==> config.mk <==
export PLATFORM = sky130hd
export DESIGN_NAME = regfile_scoreboard
export DESIGN_NICKNAME = d
export VERILOG_FILES = /design/src/rtl/regfile_scoreboard.sv
export SDC_FILE = /design/constraint.sdc
export NUM_CORES = 1
export LEC_CHECK = 0
export ABC_AREA = 1
export BUFFER_PORTS_ARGS = -buffer_cell sky130_fd_sc_hd__buf_2
export CAP_MARGIN = 15
export CELL_PAD_IN_SITES_DETAIL_PLACEMENT = 2
export CELL_PAD_IN_SITES_GLOBAL_PLACEMENT = 2
export CORE_AREA = 2 2 407 409
export CTS_BUF_LIST = sky130_fd_sc_hd__clkbuf_8 sky130_fd_sc_hd__clkbuf_16
export DETAILED_ROUTE_END_ITERATION = 12
export DIE_AREA = 0 0 409 411
export HOLD_SLACK_MARGIN = 0.08
export PLACE_DENSITY_LB_ADDON = 0.1
export SLEW_MARGIN = 25
export SYNTH_ARGS = -nofsm -noshare
export SYNTH_HDL_FRONTEND = slang
export SYNTH_SLANG_ARGS = --single-unit
==> constraint.sdc <==
create_clock -name clk -period 3.8 [get_ports clk]
set_clock_uncertainty 0.1 [all_clocks]
set_input_delay 0.38 -clock clk [delete_from_list [all_inputs] [get_ports clk]]
set_output_delay 0.38 -clock clk [all_outputs]
set_load 0.1 [all_outputs]
==> src/rtl/regfile_scoreboard.sv <==
// Integer register file with a per-register busy scoreboard, optional
// write-to-read bypass and a sequenced clear engine that zeroes the storage
// array one entry per clock after reset or on clear_req.
//
// Handshake: ready is a registered level. While ready is 0 the file is being
// swept: write-back and issue strobes are dropped and every read port returns
// data 0 / busy 0. When ready is 1, wr_en and issue_en act on the rising edge
// they are sampled on, and reads are purely combinational.
module regfile_scoreboard #(
  parameter int DATA_W   = 32,
  parameter int ADDR_W   = 5,
  parameter int NUM_RD   = 2,
  parameter int BYPASS   = 1,
  parameter int ZERO_REG = 1
) (
  input  logic                     clk,
  input  logic                     reset_n,
  input  logic [NUM_RD*ADDR_W-1:0] rd_addr,
  output logic [NUM_RD*DATA_W-1:0] rd_data,
  output logic [NUM_RD-1:0]        rd_busy,
  input  logic                     wr_en,
  input  logic [ADDR_W-1:0]        wr_addr,
  input  logic [DATA_W-1:0]        wr_data,
  input  logic                     issue_en,
  input  logic [ADDR_W-1:0]        issue_addr,
  input  logic                     clear_req,
  output logic                     ready
);

  localparam int DEPTH = 1 << ADDR_W;

  typedef enum logic {
    CLEAR = 1'b0,
    IDLE  = 1'b1
  } state_t;

  state_t              state;
  logic [ADDR_W-1:0]   clr_ptr;
  logic [DEPTH-1:0]    busy;
  logic [DATA_W-1:0]   mem [DEPTH];

  logic wr_fire;
  logic iss_fire;

  // Register 0 is never written and never marked busy when hardwired to zero.
  assign wr_fire  = ready && wr_en &&
                    !((ZERO_REG != 0) && (wr_addr == '0));
  assign iss_fire = ready && issue_en &&
                    !((ZERO_REG != 0) && (issue_addr == '0));

  // Clear-engine FSM: sweep pointer through every entry, then sit in IDLE.
  always_ff @(posedge clk or negedge reset_n) begin
    if (!reset_n) begin
      state   <= CLEAR;
      clr_ptr <= '0;
      ready   <= 1'b0;
    end else begin
      case (state)
        CLEAR: begin
          clr_ptr <= clr_ptr + 1'b1;
          if (&clr_ptr) begin
            state <= IDLE;
            ready <= 1'b1;
          end
        end
        IDLE: begin
          if (clear_req) begin
            state   <= CLEAR;
            clr_ptr <= '0;
            ready   <= 1'b0;
          end
        end
        default: begin
          state   <= CLEAR;
          clr_ptr <= '0;
          ready   <= 1'b0;
        end
      endcase
    end
  end

  // Busy scoreboard: completion clears, new issue sets; set is applied last so it wins.
  always_ff @(posedge clk or negedge reset_n) begin
    if (!reset_n) begin
      busy <= '0;
    end else if ((state == IDLE) && clear_req) begin
      busy <= '0;
    end else begin
      if (wr_fire) busy[wr_addr] <= 1'b0;
      if (iss_fire) busy[issue_addr] <= 1'b1;
    end
  end

  // Storage array has no reset; the sweep zeroes it, otherwise write-back updates it.
  always_ff @(posedge clk) begin
    if (state == CLEAR) begin
      mem[clr_ptr] <= '0;
    end else if (wr_fire) begin
      mem[wr_addr] <= wr_data;
    end
  end

  for (genvar k = 0; k < NUM_RD; k++) begin : g_rd
    logic [ADDR_W-1:0] addr;
    logic [DATA_W-1:0] data;
    logic              bsy;

    assign addr = rd_addr[k*ADDR_W +: ADDR_W];

    // Read port select: blanked while sweeping, zero register, bypass, then array.
    always_comb begin
      data = '0;
      bsy  = 1'b0;
      if (!ready) begin
        data = '0;
        bsy  = 1'b0;
      end else if ((ZERO_REG != 0) && (addr == '0)) begin
        data = '0;
        bsy  = 1'b0;
      end else if ((BYPASS != 0) && wr_en && (wr_addr == addr)) begin
        data = wr_data;
        bsy  = 1'b0;
      end else begin
        data = mem[addr];
        bsy  = busy[addr];
      end
    end

    assign rd_data[k*DATA_W +: DATA_W] = data;
    assign rd_busy[k]                  = bsy;
  end

endmodule

Word-level counts from Yosys, hierarchy flattened --
Memory sizes are Yosys's and may differ from the RTL's. Cells that the tools add are included.
Word-level totals: bits in registers 39, RAM bits 1024, input port bits 57, output and inout port bits 67, logic and storage cells 77, memories kept 1
Operators by class: add/sub/neg operators 1, order comparisons 6, equality and inequality tests 4, muxes and demuxes 39, bitwise gates (word level) 4, reductions and logical operators 18
Memory list:
- mem | words 32, width 32, rd ports 2, clocked after Yosys merged registers in 0, write ports 1, line 40 | logic [DATA_W-1:0] mem [DEPTH];
Operator list (count):
- $mux W32 | 11
- $and A32 B32 Y32 | 1
- $not A32 Y32 | 1
- $or A32 B32 Y32 | 1
- $reduce_or A32 Y1 | 1
- $lt A5 B6 Y1 const B | 4
- $logic_not A5 Y1 | 4
- $mux W1 | 19
- $bmux W1 S5 | 2
- $demux W1 S5 | 2
- $eq A5 B5 Y1 | 2
- $ge A5 B1 Y1 const B | 2
- $mux W5 | 2
- $pmux W5 S2 | 1
- $logic_and A1 B1 Y1 | 9
- $add A5 B1 Y5 const B | 1
- $reduce_and A5 Y1 | 1
- $ne A2 B2 Y1 const B | 2
- $pmux W1 S2 | 2
- $logic_not A1 Y1 | 2
- $reduce_and A2 Y1 | 1
- $not A1 Y1 | 1

Depth between registers and ports, before layout --
depth after elaboration 11, gate-level depth with buffers 13, mapped depth without buffers 11

Worst setup path after synthesis --
OpenSTA, ideal clock, no wires.
kind reg2reg, from register ready, to memory mem[0][0] (enable), library setup time 421 ps, arrival time 3375 ps, required time 3279 ps, path slack -96 ps, cell stages (with the launch flop) 12, buffers on the path 1, period minus slack after synthesis 3896 ps, cells stage by stage dfrtp_1 -> nand2_1 -> inv_1 -> nand2_2 -> inv_2 -> nand2_4 -> buf_6 -> nand2_1 -> inv_1 -> nor2_4 -> nand3_2 -> nor2_1
On the way: word-level cells in the longest chain between the ends 7, elaborated cells between the ends (all ways) 8, classes of those cells mux: 5; reduce/logical: 3
RTL lines:
- start: declaration | line 27 | output logic ready
- start signal: assignment | line 56 | ready <= 1'b0;
- start signal: assignment | line 63 | ready <= 1'b1;
- start signal: assignment | line 70 | ready <= 1'b0;
- $logic_and A1 B1 Y1 * (2 in a row) | line 46 | assign wr_fire = ready && wr_en &&
- $mux W1 * | line 98 | end else if (wr_fire) begin
- $mux W1 * | line 96 | if (state == CLEAR) begin
- $mux W1 (implied by the code) * | line 99 | mem[wr_addr] <= wr_data;
- $reduce_or A32 Y1 (no source line)
- $mux W5 (no source line) / $mux W1 (equally long branches)
- end: declaration | line 40
Every way passes the cells marked *; elsewhere a longest branch is shown, timed or not.

Worst setup path after layout --
from input port wr_addr[0], to output port rd_data[26]
On the way: word-level cells in the longest chain between the ends 5
RTL lines:
- start: declaration | line 22 | input logic [ADDR_W-1:0] wr_addr,
- $eq A5 B5 Y1 | line 120 | end else if ((BYPASS != 0) && wr_en && (wr_addr == addr)) begin
- $logic_and A1 B1 Y1 | line 120
- $mux W32 | line 120
- $mux W32 | line 117 | end else if ((ZERO_REG != 0) && (addr == '0)) begin
- $mux W32 | line 114 | if (!ready) begin
- end: declaration | line 19 | output logic [NUM_RD*DATA_W-1:0] rd_data,
Every way passes these cells.

==> impl_results.md <==
* Routed WL per cell at 30.4 µm
* Max Fanout on Critical Path at 10
* Initial core utilization at 0.348
* Antenna-violating nets left at 0
* # H-tree levels at 4
* Post-CTS setup buffer count at 0
* TritonCTS clock tree: built
* Cell taking the most area after synthesis: edfxtp_1
* Cell Chain, Critical Path: dlygate4sd3_1, buf_2, inv_1, nor2_1, nor3_2, nand4_2, buf_6, nand2_1, inv_2, buf_4, nand3_1, nand2_1, buf_12
* Later-pin clock latency in the skew report at 0.75 ns
* Vias per cell at 5.79
* RSZ-0062 raised after global routing: false
* Initial antenna violation count at 3
* # fillers at 17.9k
* Final hold vios at 0
* P_int at 23.8 mW
* Leak at 27.5 nW
* Clock-pin transition on the worst setup and hold timing paths at 0.06 ns
* Final design instance area without fill at 66100 µm²
* First-pass GRT wire length at 389000 µm
* Final net count at 6663
* Max Cap Viol at 0
* Final WL at 271000 µm
* DIE WIDTH at 409 µm
* Core area at 164000 µm²
* Clock Tree Buf Depth at 3
* Final worst path period need at 3.75 ns
* Hold path start: wr_data[14]
* RD Place Congestion at 0.801
* Gate power share at 0.262
* Top cells by area, synth: edfxtp_1 54%, nand2_1 11%, nand3_1 10%
* WL met2 at 131000 µm
* CTS sink cnt at 1063
* First-pass iteration count of the detailed router at 7
* Row count at 149
* DP Wirelength at 149000 µm
* Dpl cells at 8636
* First DRT Iteration DRCs at 4108
* Clock share of power at 0.343
* Total GRT Usage at 0.317
* Worst Hold Class: input pin to register
* Syn nets at 6661
* Sw Ratio at 0.355
* WP data arrival at 3.27 ns
* Vias in the first global route at 55.1k
* Mean Syn Cell Area at 8.63 µm²
* Reg2Reg Launch Point: ready
* Synthesis-to-finish area growth at 16.1%
* Util after Layout at 0.404
* Status: finished, final reports clean
* Syn. warnings at 0
* Largest net degree at the start of global routing at 117
* Routed length on met3 at 14000 µm
* Tcrit/Tclk final at 0.987
* Worst-margin pin slew at 0.973 ns
* Residual DRC at 0
* Hold slack at 0.153 ns
* Peak VDD IR at 0.457 mV
* Source of the critical timing path: wr_addr[0]
* Final setup viols at 0
* Sequential area share after synthesis at 0.557
* Switching power at 13.1 mW
* Register share of total power at 0.395
* Placement Cell Area at 61700 µm²
* Clk root buf: clkbuf_16
* Die Y at 411 µm
* Synth Cell Area at 56900 µm²
* Crit path top cell by count: nand2_1
* Relative max-transition margin at 0.351
* PD cells at 559 nW/µm²
* GRT overflow at 0
* Commonest non-fill, non-tap cell in the layout: nand2_1
* Layout cells sized above 1 at 0.0950
* CTS buffer count at 135
* Max layer used: met4
* Critical path's slowest cell: dlygate4sd3_1
* Gate Count Post-Synth at 6602
* Unique masters post-synth at 34
* R2R setup slack at 0.67 ns
* Critical Path Start Type: input pin
* Worst setup EP type: output port
* DRT met1 WL at 115000 µm
* Crit path required time at 3.32 ns
* Yosys reg bits at 1063
* Port Buffers at 123
* Io pins at 124
* Slew Viols, Final at 0
* Via count at 51.5k
* Crit-path leading delay family: buffers and inverters
* Top-area cell type share of the netlist area at 0.540
* Worst Path Buf+Inv at 7
* Fmax at 0.267 GHz
* Final instance count without filler cells at 8896
* Critical path type: input pin to output port
* Commonest non-fill, non-tap cells in the layout: 1734 x nand2_1, 1178 x nand3_1, 1024 x edfxtp_1, 865 x inv_1, 367 x a21oi_1
* Die area at 168000 µm²
* Worst stage delay on the critical path at 0.52 ns
* # diodes at 0
-- registers in the layout, indices dropped and copies added, names as in the netlist --
| signal | count |
|---|---|
| clr_ptr | 5 |
| mem | 1024 |
| state | 1 |
| busy | 32 |
| ready | 1 |
-- metal layers --
layer	track usage	vias up
li1	-	22300
met2	0.546	1615
met3	0.0399	503
met1	0.410	27100
met4	0.108	0
met5	0	-
-- stage by stage --
step	total power [mW]	setup TNS, ns	setup slack, ns
2_1_floorplan	19.8	-70.80	-0.0960
3_3_place_gp	24.1	0	0.465
3_5_place_dp	24.4	0	0.441
4_1_cts	37.1	0	0.0431
5_1_grt	38.1	0	0.0773
6_report	36.9	0	0.0484
-- path summary, 6_finish.rpt --
kind,endpoint,cells after the start
setup / recovery,rd_data[26],13
hold / removal,mem[14][14],4
setup reg to reg,busy[1],8
hold reg to reg,busy[0],2
max in group asynchronous,busy[24],2
min in group asynchronous,ready,2
-- area by class of cell --
type / instances / area [µm²] / area share
sequential: 1063 / 31700 / 0.480
tap: 2189 / 2740 / 0.0414
clock buffer: 141 / 3510 / 0.0530
multi-input combinational: 4208 / 20000 / 0.302
timing repair buffer: 347 / 4200 / 0.0635
inverter: 849 / 3240 / 0.0490
clock inverter: 99 / 738 / 0.0112
-- what timing repair did --
item                                    in CTS  in global routing
endpoints found under the hold margin       76                  0
hold buffers                                20                  0
gates resized for setup                      0                  1
endpoints found under the setup margin       0                  1
-- tightest hold or removal path, delay by kind of cell --
kind                   cells  cell delay, ns
buffers and inverters      3            0.39
and+or+nand+nor            1            0.04
-- Yosys cell counts (all sizes together) --
master	n
o211ai	309
nand3b	2
ha	2
nand2	1737
nand4	5
nor3	25
o21ai	394
a21oi	367
o22ai	2
edfxtp	1024
buf	329
and3	1
clkbuf	153
inv	849
or2	36
dfrtp	39
nor4	2
nand3	1190
nor2	136
-- power groups by stage --
stage               clock (mW)  sequential (mW)  combinational [mW]
floorplan                    0             14.7                5.01
global placement             0             14.8                9.37
detailed placement           0             14.8                9.55
CTS                       12.9             14.6                9.64
global route              13.2             14.7                10.1
finish                    12.7             14.6                9.66
-- logic make-up after synthesis --
family	count (synthesis)	synth area share
and+or+nand+nor	3134	0.237
buffers and inverters	1331	0.0969
AOI/OAI and AO/OA	1072	0.108
DFF	1063	0.557
adders and majority gates	2	0.000439
No activity file was read; power rests on OpenSTA's default activity.
